**src/rtl/prbs31_chk32b_pkg.sv**
```systemverilog
// Shared PRBS31 definitions: word width, checker state encoding and the
// 32-bit parallel next-word function used by generator and checker alike.
package prbs31_pkg;

  localparam int PRBS_W = 32;

  typedef logic [0:0] state_t;
  localparam state_t SEARCH = 1'b0;
  localparam state_t LOCKED = 1'b1;

  // Advances x^31+x^28+1 by 32 bit-times; low nibble folds back the new MSBs.
  function automatic logic [PRBS_W-1:0] prbs31_nxt32(input logic [PRBS_W-1:0] p);
    logic [PRBS_W-1:0] n;
    n[31:4] = p[30:3] ^ p[27:0];
    n[3:0]  = {p[2:0], n[31]} ^ n[31:28];
    return n;
  endfunction

endpackage

```
**src/rtl/prbs31_chk32b_popcnt32.sv**
```systemverilog
// Combinational population count of a 32-bit vector (0..32).
module popcnt32 (
  input  logic [31:0] d,
  output logic [5:0]  cnt
);

  always_comb begin
    cnt = '0;
    for (int i = 0; i < 32; i++) begin
      cnt = cnt + {5'b0, d[i]};
    end
  end

endmodule

```
**src/rtl/prbs31_chk32b.sv**
```systemverilog
// PRBS31 32-bit receive checker: self-syncs, free-runs a local generator and
// counts errors while locked. Define PRBS31_CHK_ERRMASK_EN to add err_mask.
//
// state  | meaning
// SEARCH | predicting from the previous received word, counting clean words
// LOCKED | comparing against the free-running local generator
module prbs31_chk32b
  import prbs31_pkg::*;
#(
  parameter int LOCK_CNT    = 16,
  parameter int UNLOCK_CNT  = 4,
  parameter int UNLOCK_BITS = 8,
  parameter int CNT_W       = 32
) (
  input  logic             clk,
  input  logic             rst_n,
  input  logic             din_valid,
  input  logic [31:0]      din,
  input  logic             clr,
  output logic             locked,
  output logic             err_flag,
  output logic [5:0]       err_bits,
  output logic [CNT_W-1:0] err_bit_cnt,
  output logic [CNT_W-1:0] err_word_cnt,
  output logic [15:0]      lock_loss_cnt
`ifdef PRBS31_CHK_ERRMASK_EN
  ,
  output logic [31:0]      err_mask
`endif
);

  localparam int GW = $clog2(LOCK_CNT + 1);
  localparam int BW = $clog2(UNLOCK_CNT + 1);
  localparam int SW = ((CNT_W > 6) ? CNT_W : 6) + 1;
  localparam logic [GW-1:0] GOOD_LAST = GW'(LOCK_CNT - 1);
  localparam logic [BW-1:0] BAD_LAST  = BW'(UNLOCK_CNT - 1);
  localparam logic [5:0]    BAD_BITS  = 6'(UNLOCK_BITS);
  localparam logic [SW-1:0] SAT       = SW'({CNT_W{1'b1}});

  state_t              state;
  logic [PRBS_W-1:0]   d1, prev, lfsr;
  logic                v1, prev_ok;
  logic [GW-1:0]       good_cnt;
  logic [BW-1:0]       bad_cnt;

  logic [PRBS_W-1:0]   expected, diff;
  logic [5:0]          pc;
  logic                word_err, word_bad, count_en, lock_drop;
  logic [SW-1:0]       bit_sum;
  logic [CNT_W-1:0]    bit_nxt;

  assign expected  = (state == LOCKED) ? lfsr : prbs31_nxt32(prev);
  assign diff      = expected ^ d1;
  assign word_err  = (pc != 6'd0);
  assign word_bad  = (pc >= BAD_BITS);
  assign count_en  = v1 && (state == LOCKED) && word_err;
  assign lock_drop = v1 && (state == LOCKED) && word_bad && (bad_cnt == BAD_LAST);
  assign locked    = (state == LOCKED);

  popcnt32 u_popcnt (
    .d   (diff),
    .cnt (pc)
  );

  // Wide enough that a full 32-bit error word cannot wrap a narrow counter.
  always_comb begin
    bit_sum = SW'(err_bit_cnt) + SW'(pc);
    bit_nxt = (bit_sum > SAT) ? '1 : bit_sum[CNT_W-1:0];
  end

  always_ff @(posedge clk or negedge rst_n) begin
    if (!rst_n) begin
      state    <= SEARCH;
      d1       <= '0;
      v1       <= 1'b0;
      prev     <= '0;
      prev_ok  <= 1'b0;
      lfsr     <= '0;
      good_cnt <= '0;
      bad_cnt  <= '0;
      err_flag <= 1'b0;
      err_bits <= '0;
    end else begin
      v1       <= din_valid;
      err_flag <= 1'b0;
      if (din_valid) d1 <= din;
      if (v1) begin
        if (state == SEARCH) begin
          prev    <= d1;
          prev_ok <= 1'b1;
          if (prev_ok) begin
            err_bits <= pc;
            if (word_err) begin
              good_cnt <= '0;
            end else if (good_cnt == GOOD_LAST) begin
              state    <= LOCKED;
              lfsr     <= prbs31_nxt32(d1);
              good_cnt <= '0;
            end else begin
              good_cnt <= good_cnt + 1'b1;
            end
          end
        end else begin
          lfsr     <= prbs31_nxt32(lfsr);
          err_bits <= pc;
          err_flag <= word_err;
          if (!word_bad) begin
            bad_cnt <= '0;
          end else if (bad_cnt == BAD_LAST) begin
            state    <= SEARCH;
            bad_cnt  <= '0;
            good_cnt <= '0;
            prev_ok  <= 1'b0;
          end else begin
            bad_cnt <= bad_cnt + 1'b1;
          end
        end
      end
    end
  end

  // clr has priority over a same-cycle increment.
  always_ff @(posedge clk or negedge rst_n) begin
    if (!rst_n) begin
      err_bit_cnt   <= '0;
      err_word_cnt  <= '0;
      lock_loss_cnt <= '0;
    end else if (clr) begin
      err_bit_cnt   <= '0;
      err_word_cnt  <= '0;
      lock_loss_cnt <= '0;
    end else begin
      if (count_en) begin
        err_bit_cnt <= bit_nxt;
        if (err_word_cnt != '1) err_word_cnt <= err_word_cnt + 1'b1;
      end
      if (lock_drop && (lock_loss_cnt != '1)) lock_loss_cnt <= lock_loss_cnt + 1'b1;
    end
  end

`ifdef PRBS31_CHK_ERRMASK_EN
  always_ff @(posedge clk or negedge rst_n) begin
    if (!rst_n) begin
      err_mask <= '0;
    end else if (clr) begin
      err_mask <= '0;
    end else if (v1 && (state == LOCKED)) begin
      err_mask <= err_mask | diff;
    end
  end
`endif

endmodule

```
**config.mk**
```make
export PLATFORM = sky130hd
export DESIGN_NAME = prbs31_chk32b
export DESIGN_NICKNAME = d
export VERILOG_FILES = /design/src/rtl/prbs31_chk32b_pkg.sv /design/src/rtl/prbs31_chk32b_popcnt32.sv /design/src/rtl/prbs31_chk32b.sv
export SDC_FILE = /design/constraint.sdc
export NUM_CORES = 1
export LEC_CHECK = 0
export CAP_MARGIN = 20
export CORE_MARGIN = 2
export CORE_UTILIZATION = 55
export CTS_CLUSTER_DIAMETER = 50
export DETAILED_ROUTE_END_ITERATION = 16
export MAX_ROUTING_LAYER = met4
export PLACE_DENSITY = 0.77
export SKIP_LAST_GASP = 1
export SYNTH_ARGS = -nofsm -noshare
export SYNTH_HDL_FRONTEND = slang
export SYNTH_SLANG_ARGS = --single-unit
```
**constraint.sdc**
```tcl
create_clock -name clk -period 13.9 [get_ports clk]
set_input_delay 1.39 -clock clk [delete_from_list [all_inputs] [get_ports clk]]
set_output_delay 1.39 -clock clk [all_outputs]
set_load 0.03 [all_outputs]
```
==> key figures <==
Outcome
  – Outcome: complete, no violations

Setup path
  – CP required: between 10 and 15 ns
  – Worst R2R End: err_bit_cnt[31]
  – CP Buf/Inv Count: 3
  – Worst reg-to-reg path cell count: 24
  – Worst Setup End Kind: flop
  – Reg2reg setup slack: around 4.9 ns
  – Most common cell on crit path: fa_1
  – Worst EP arrival: 9.32 ns
  – Crit path max-delay family: adder cells
  – Max incr delay on CP: 0.70 ns
  – CP Launch Type: flop
  – Cell Chain, Critical Path: buf_4 > o21ai_0 > xor2_1 > fa_1 > fa_1 > fa_1 > fa_1 > inv_1 > fa_1 > fa_1 > fa_1 > fa_1 > nand2b_1 > nand2b_1 > a21oi_1 > xnor2_1 > ha_1 > and2_1 > a221o_1 > o2111ai_2 > buf_4 > and2_1 > and3_1 > nor3_2
  – Slowest-stage cell, CP: dfrtp_4
  – Critical-path maximum fanout: 81
  – Reg2reg start: locked
  – Setup Crit Path Kind: flop to flop

Global route
  – Grt met1 use: 0.361
  – Initial antenna violation count: 0
  – Overflow after GRT: 0
  – First-pass GRT wire length: 45600 um
  – Vias in the first global route: roughly 8.9k
  – GR met3 Demand/Resource: 0.0465
  – Pin count of the biggest net entering global routing: roughly 90
  – GRT Total Usage: 0.265
  – Most crowded layer after global routing: met2
  – Met2 usage: 0.420

Synth
  – Post-synthesis mux area share: 0.108
  – Share of synthesized registers carrying an async set or reset: 1.00
  – Main combinational cell family by area after synthesis: simple AND/OR/NAND/NOR gates
  – Post-synth EDFFs: 0
  – Top cells by area, synth: dfrtp_1 (42%), mux2_2 (10%), xnor2_1 (8.2%)
  – Yosys top cell area share: 0.419
  – Netlist cell types: 57
  – Synth Instances: 1149
  – Compound-cell area share of the yosys netlist: 0.106
  – Ys flop type: dfrtp_1
  – Synth Area in Adders: 0.0640
  – Dominant cell type by area after synthesis: dfrtp_1
  – Seq cells post-synth: slightly below 200
  – Avg Cell Area, Syn: about 10 um2
  – Register area share after synthesis: 0.419
  – Cell Area, Synth: 11500 um2
  – Post-Synth XOR/XNOR Area: 0.124
  – Synth Area in Simple Gates: 0.146
  – Post-Syn Nets: about 1.2k
  – Yosys Warn Count: 0

Clock network
  – Clock Tree Buf Depth: 2
  – Setup Buffers After CTS: 0
  – Resized Gates After CTS: 0
  – Worst-path clk slew: 0.07 ns
  – CTS buffer count: 17
  – Root buffer cell: clkbuf_16
  – Clk sinks: between 150 and 200
  – H-tree depth: 4
  – CTS tree: built
  – Cts hold-fix bufs: 0
  – Clk_lat worst skew: roughly 0.44 ns

Routing
  – Iter 0 DRT Violations: between 500 and 600
  – Residual DRC: 0
  – Drt first pass iters: 5
  – Antenna viol nets, final: 0
  – Vias after detailed routing: slightly above 9k
  – Drt wl/cell: 18.2 um
  – WL final: about 28000 um
  – Vias per inst: 5.94

Die
  – Die width: around 150 um
  – Rows: 52
  – IO Count: ~120
  – Initial Utilization: 0.564
  – Die height: roughly 150 um
  – Die area: about 22000 um2
  – Core box area: ~20000 um2

Min path
  – Worst Hold Path EP: err_bits[4]
  – Hold wc startpoint: err_bits[4]
  – Hold Crit Class: flop to flop
  – WHS Path Cells: 2

Place
  – Input/output buffers: around 120
  – GPL Wtd Cong: about 0.90
  – Hpwl dp: about 19000 um

Layout
  – Footprint of the multi-input gates: about 6300 um2
  – Fin nets: between 1k and 1.5k
  – N_diodes: 0
  – Ratio of cells with drive above 1 in the final layout: 0.127
  – Synth-to-layout area growth: 17.4%
  – Layout fillers: around 1.6k
  – FF+latch area: 4830 um2

Timing
  – Final Hold Fails: 0
  – Period Utilization, post-route: 0.650
  – Fmax: 0.111 GHz
  – Rel. slew slack: 0.301
  – RSZ-0062 raised after global routing: false
  – Setup Skew: 0.0114 ns
  – Post-Route Setup TNS: 0 ns
  – Actual slew at the worst max-slew pin: about 1.0 ns
  – Final Max Tran Viols: 0
  – Finish-stage setup viols: 0
  – Crit path time final: around 9 ns

Flow run
  – Maxcap violations: 0
[cell families (layout without fill, tap and decap cells)]
logic type               count (synthesis)  after routing
buffers and inverters                   97            204
AND/OR/NAND/NOR                        344            344
AO/OA/AOI/OAI                          197            197
adder cells (fa/ha/maj)                 44             44
flip-flops                             193            193
multiplexers                           111            111
XOR/XNOR                               163            163
[worst register-to-register path, cell delays in order, from the launching register on]
cell	delay, ns
dfrtp_4	0.70
buf_4	0.65
o21ai_0	0.28
xor2_1	0.20
fa_1	0.57
fa_1	0.46
fa_1	0.52
fa_1	0.56
inv_1	0.06
fa_1	0.50
fa_1	0.52
fa_1	0.48
fa_1	0.42
nand2b_1	0.21
nand2b_1	0.11
a21oi_1	0.09
xnor2_1	0.23
ha_1	0.32
and2_1	0.20
a221o_1	0.33
o2111ai_2	0.55
buf_4	0.34
and2_1	0.34
and3_1	0.23
nor3_2	0.05
[how the worst max path moves through the flow]
stage	endpoint	slack (ns)	from	cells after the start
3_3_place_gp	err_bit_cnt[31]	5.19	locked	24
3_5_place_dp	err_bit_cnt[31]	4.95	locked	25
4_1_cts	err_bit_cnt[31]	4.93	locked	25
2_1_floorplan	err_bit_cnt[26]	5.43	locked	28
6_report	err_bit_cnt[31]	4.87	locked	24
5_1_grt	err_bit_cnt[31]	4.33	locked	25
[per-stage QoR]
| step | std cells | instance area (um2) | utilization | worst slack [ns] | hold slack (ns) |
|---|---|---|---|---|---|
| after floorplan | 1149 | 11500 | - | 5.43 | 0.463 |
| after global placement | 1493 | 12900 | 0.634 | 5.19 | 0.460 |
| after detailed placement | 1493 | 12900 | 0.634 | 4.95 | 0.471 |
| after CTS | 1525 | 13500 | 0.662 | 4.93 | 0.489 |
| after global routing | 1526 | 13500 | 0.663 | 4.33 | 0.517 |
| final | 1526 | 13500 | 0.663 | 4.87 | 0.486 |
[state kept, by name, summed over array words and instances, names as in the netlist]
register and cells:
d1 32, err_bit_cnt 32, err_word_cnt 32, lfsr 32
prev 31, lock_loss_cnt 16, err_bits 6, good_cnt 5
bad_cnt 3, err_flag 1, locked 1, prev_ok 1
v1 1
[Yosys cell counts, types with 14 or more instances]
master / instances
clkbuf_1: 41
a311oi_1: 14
o31ai_1: 17
ha_1: 19
nor3_1: 31
nor4_1: 16
o21ai_0: 79
nand4_1: 19
inv_1: 36
nand3_1: 34
a21oi_1: 41
mux2_2: 103
nor2_1: 70
and3_1: 14
fa_1: 25
nand2_1: 104
xnor2_1: 108
xor2_1: 55
dfrtp_1: 193
[layout by cell type (no fill, tap or decap), types with 14 or more instances in the layout]
cell type / netlist / layout
clkbuf_16: 0 / 17
nand3_1: 34 / 34
nor2_1: 70 / 69
and3_1: 14 / 14
ha_1: 19 / 19
o21ai_0: 79 / 77
nor4_1: 16 / 16
o31ai_1: 17 / 17
a311oi_1: 14 / 14
nand4_1: 19 / 19
dfrtp_1: 193 / 192
clkdlybuf4s50_1: 0 / 121
a21oi_1: 41 / 41
nor3_1: 31 / 31
xor2_1: 55 / 55
mux2_2: 103 / 103
xnor2_1: 108 / 108
nand2_1: 104 / 104
fa_1: 25 / 25
inv_1: 36 / 36
[cell type report]
| class | instances | share of cell area |
|---|---|---|
| inverter | 37 | 0.0103 |
| multi-input combinational | 859 | 0.467 |
| sequential | 193 | 0.357 |
| tap | 270 | 0.0250 |
| clock buffer | 17 | 0.0314 |
| timing repair buffer | 135 | 0.0978 |
| clock inverter | 15 | 0.0112 |
[per-layer routing]
| layer | up-vias | share of wire |
|---|---|---|
| li1 | 4230 | - |
| met1 | 4488 | 0.45 |
| met2 | 318 | 0.49 |
| met3 | 34 | 0.056 |
| met4 | 0 | 0.011 |
| met5 | - | 0 |
Power is left out: the tool's default activity adds up to more than one toggle a clock period on the data nets, which glitch-free logic cannot reach.
